**src/rtl/instruction_encoder.sv**
```systemverilog
// instruction_encoder: accepts MIPS-style instruction fields over a valid/ready
// handshake, encodes them into 32-bit words and writes them sequentially into
// an instruction memory starting at address 0 of each programming session.
module instruction_encoder #(
    parameter int DEPTH  = 64,
    parameter int ADDR_W = 6
) (
    input  logic              clk,
    input  logic              reset,
    input  logic              start,
    input  logic              in_valid,
    output logic              in_ready,
    input  logic [1:0]        fmt,
    input  logic [5:0]        opcode,
    input  logic [4:0]        rs,
    input  logic [4:0]        rt,
    input  logic [4:0]        rd,
    input  logic [4:0]        shamt,
    input  logic [5:0]        funct,
    input  logic [15:0]       immediate,
    input  logic [25:0]       jump_target,
    output logic              imem_we,
    output logic [ADDR_W-1:0] imem_addr,
    output logic [31:0]       imem_wdata,
    output logic              full,
    output logic              err,
    output logic [ADDR_W:0]   count
);

    typedef enum logic [1:0] {
        IDLE = 2'b00,
        LOAD = 2'b01,
        FULL = 2'b10
    } state_t;

    localparam logic [1:0] FMT_R = 2'b00;
    localparam logic [1:0] FMT_I = 2'b01;
    localparam logic [1:0] FMT_J = 2'b10;

    localparam logic [ADDR_W:0] LAST_COUNT = (ADDR_W + 1)'(DEPTH - 1);

    // Address width must cover exactly DEPTH words so the address never wraps.
    if (ADDR_W != $clog2(DEPTH)) begin : g_bad_params
        $error("instruction_encoder: ADDR_W must equal clog2(DEPTH)");
    end

    state_t              state_q;
    logic [ADDR_W:0]     count_q;
    logic [ADDR_W-1:0]   addr_q;
    logic [31:0]         wdata_q;
    logic                we_q;
    logic                full_q;
    logic                err_q;

    logic [31:0]         wdata_d;
    logic                fmt_legal;
    logic                xfer;

    // Ready depends on state and start only, never on in_valid; start wins.
    assign in_ready = (state_q == LOAD) && !start;
    assign xfer     = in_valid && in_ready;

    // Encode the presented fields according to the selected format.
    always_comb begin
        // NOTE: every signal written here gets a default first, so no path leaves it unassigned and no latch is inferred.
        wdata_d   = 32'h0;
        fmt_legal = 1'b1;
        case (fmt)
            FMT_R:   wdata_d = {6'b000000, rs, rt, rd, shamt, funct};
            FMT_I:   wdata_d = {opcode, rs, rt, immediate};
            FMT_J:   wdata_d = {opcode, jump_target};
            default: fmt_legal = 1'b0;
        endcase
    end

    // Session FSM with registered write port, word counter and status flags.
    always_ff @(posedge clk or posedge reset) begin
        if (reset) begin
            state_q <= IDLE;
            count_q <= '0;
            addr_q  <= '0;
            wdata_q <= '0;
            we_q    <= 1'b0;
            full_q  <= 1'b0;
            err_q   <= 1'b0;
        end else begin
            // NOTE: state uses non-blocking assignments so every register samples pre-edge values and ordering inside the block does not matter.
            we_q <= 1'b0;
            if (start) begin
                state_q <= LOAD;
                count_q <= '0;
                full_q  <= 1'b0;
                err_q   <= 1'b0;
            end else if (xfer) begin
                if (fmt_legal) begin
                    we_q    <= 1'b1;
                    addr_q  <= count_q[ADDR_W-1:0];
                    wdata_q <= wdata_d;
                    count_q <= count_q + (ADDR_W + 1)'(1);
                    if (count_q == LAST_COUNT) begin
                        state_q <= FULL;
                        full_q  <= 1'b1;
                    end
                end else begin
                    err_q <= 1'b1;
                end
            end
        end
    end

    assign imem_we    = we_q;
    assign imem_addr  = addr_q;
    assign imem_wdata = wdata_q;
    assign full       = full_q;
    assign err        = err_q;
    assign count      = count_q;

endmodule

```
**config.mk**
```make
export PLATFORM = sky130hd
export DESIGN_NAME = instruction_encoder
export DESIGN_NICKNAME = d
export VERILOG_FILES = /design/src/rtl/instruction_encoder.sv
export SDC_FILE = /design/constraint.sdc
export NUM_CORES = 1
export LEC_CHECK = 0
export CORE_ASPECT_RATIO = 1.25
export CORE_MARGIN = 2
export CORE_UTILIZATION = 40
export DETAILED_ROUTE_END_ITERATION = 10
export PLACE_DENSITY_LB_ADDON = 0.15
export REMOVE_ABC_BUFFERS = 1
export SLEW_MARGIN = 20
export SYNTH_ARGS = -nofsm -noshare
export SYNTH_HDL_FRONTEND = slang
export SYNTH_SLANG_ARGS = --single-unit
export TNS_END_PERCENT = 5
```
**constraint.sdc**
```tcl
create_clock -name clk -period 1.9 [get_ports clk]
set_clock_uncertainty 0.2 [all_clocks]
set_input_delay 0.38 -clock clk [delete_from_list [all_inputs] [get_ports clk]]
set_output_delay 0.38 -clock clk [all_outputs]
set_load 0.02 [all_outputs]
```
==> summary.txt <==
Gr ovfl total: 0
Gp weighted congestion: 0.760
Fin area: 0.00415 mm2
Critical Path End Type: output pin
PnR Total Power: 3110 uW
Vert. Die Dim: 91.8 um
CP Max Fanout: 3
Setup violators final: 0
Vias in the first global route: 2361
Critical Path Source Type: flip-flop
Resize count post-CTS: 13
Reg clk slew, reported paths: 0.09 ns
Cell variety after synth: 34
Floorplan row count: 32
Postcts setup bufs: 0
Final hold vios: 0
CTS tree: yes
Vias per cell: 4.86
Commonest non-fill, non-tap cells in the layout: clkdlybuf4s50_1 (106), dfrtp_1 (49), nand2_1 (45)
Post-synth EDFFs: 0
Arr. time, crit path: 1.29 ns
Buf+Inv Stages, Crit Path: 1
H-Tree Depth: 2
Number of CTS-inserted buffers: 5
Total track usage: 0.205
CTS root buf: clkbuf_8
Largest net degree at the start of global routing: 28
1st-pass router iterations: 4
Routed Antenna Nets: 0
Hold WC Path Type: input pin to async pin
FFs w/ async S/R, synth: 1.00
Leakage: 0.00199 uW
Min Tclk post-route: 1.87 ns
Slowest library cell on the worst path: clkdlybuf4s50_1
Critical Path RT: 1.32 ns
Port Buffers: 128
Ant diodes: 0
Setup_tns: 0 ns
Commonest non-fill, non-tap cell in the layout: clkdlybuf4s50_1
RSZ-0062 raised after global routing: yes
Placement Cell Area: 0.00400 mm2
Critical path class: flip-flop to output pin
Outcome: finished clean
DR DRC count: 0
Syn. warnings: 0
Post-Place Cells: 485
Actual slew at the worst max-slew pin: 0.451 ns
PwrDens: 750 mW/mm2
Seq/Total Area, Yosys: 0.497
Maximum capacitance violations: 0
Fraction of layout cells with a size suffix above 1: 0.110
Die ar.: 0.00681 mm2
Non-filler cells, final: 493
Main synth FF type: dfrtp_1
Mapped cell area: 0.00247 mm2
Family with the most delay on the worst path: buffers and inverters
Avg Inst Size Synth: 9.38 um2
Final period utilization: 0.985
Total core area: 0.00609 mm2
Nets: 488
Clock latency on the worst-skew pair: 0.30 ns
WL/cell: 13.6 um
Initial DRC count: 99
Max VDD drop: 0.415 mV
Worst stage delay on the critical path: 0.62 ns
Relative slew slack: 0.699
Fmax: 0.535 GHz
# IOs: 129
CP Cell Sequence: clkdlybuf4s50_1
Max Slew Vio Count: 0
Hold_buf cts: 0
Hold_ws: 0.201 ns
Die Width: 74.2 um
Initial Utilization: 0.405
Initial antenna violation count: 0
TritonCTS Sinks: 49
Layout area overhead: 68.1%
First-pass GRT wire length: 10.9 mm
DPL Wire Length: 5.23 mm
Count of state elements after synthesis: 49
Mapped Cells: 263
CTS max path bufs: 2
Vias: 2398
WL final: 6.73 mm
## worst paths after layout
check	cells past startpoint	to	from	slack, ns
max	1	imem_wdata[23]	imem_wdata[23]$_DFFE_PP0P_	0.03
min	2	imem_wdata[10]$_DFFE_PP0P_	reset	0.20
max reg2reg	4	imem_wdata[29]$_DFFE_PP0P_	state_q[1]$_DFFE_PP0P_	0.27
min reg2reg	2	imem_wdata[10]$_DFFE_PP0P_	imem_wdata[10]$_DFFE_PP0P_	0.28
max in group asynchronous	3	imem_wdata[4]$_DFFE_PP0P_	reset	0.85
min in group clk	2	imem_wdata[10]$_DFFE_PP0P_	imem_wdata[10]$_DFFE_PP0P_	0.28
## report_power, final
part / internal, uW / switching (uW) / total [uW]
clock network: 523 / 345 / 868
logic: 531 / 452 / 983
registers: 1180 / 84.7 / 1260
## kinds of logic after synthesis
group                    share of synthesized area
AND/OR/NAND/NOR                              0.169
AO/OA/AOI/OAI                                0.199
flip-flops                                   0.497
buffers and inverters                       0.0543
multiplexers                                0.0649
XOR/XNOR                                    0.0107
adder cells (fa/ha/maj)                    0.00507
## registers in the layout, summed over array words and instances, names as in the netlist
name and flops:
err 1, imem_we 1, state_q 2, imem_addr 6, count 7, imem_wdata 32
## Yosys cell counts (3+ instances only)
| library cell | number | area, um2 |
|---|---|---|
| o22ai_1 | 10 | 62.6 |
| nor2_1 | 19 | 71.3 |
| buf_6 | 5 | 56.3 |
| nand2_1 | 45 | 169 |
| inv_1 | 3 | 11.3 |
| buf_2 | 5 | 25.0 |
| nand2b_1 | 12 | 75.1 |
| xor2_1 | 3 | 26.3 |
| nand3_1 | 5 | 25.0 |
| mux2i_1 | 16 | 160 |
| a22o_1 | 5 | 43.8 |
| o31ai_1 | 10 | 75.1 |
| a21oi_1 | 28 | 140 |
| clkbuf_1 | 5 | 18.8 |
| a21o_1 | 3 | 22.5 |
| dfrtp_1 | 49 | 1230 |
| o21ai_0 | 20 | 100 |
## final cells by class
cell class,count,area [um2]
Timing Repair Buffer,155,1550
Inverter,4,15.0
Multi-Input combinational cell,192,1110
Clock inverter,3,65.1
Fill cell,516,1940
Tap cell,85,106
Clock buffer,5,68.8
Sequential cell,49,1230
## per-layer routing
layer / track usage / routed length, um / vias up
li1: - / - / 1205
met1: 0.242 / 2640 / 1118
met2: 0.374 / 3690 / 73
met3: 0.0374 / 338 / 2
met4: 0.0536 / 56 / 0
met5: 0 / 0 / -
## metrics by stage
stage	worst slack, ns	util
final	0.0293	0.681
after global routing	-0.0304	0.681
after CTS	0.00751	0.677
after detailed placement	-0.320	0.656
after global placement	-0.301	0.656
after floorplan	-0.189	-
No activity file was read; power rests on OpenSTA's default activity.
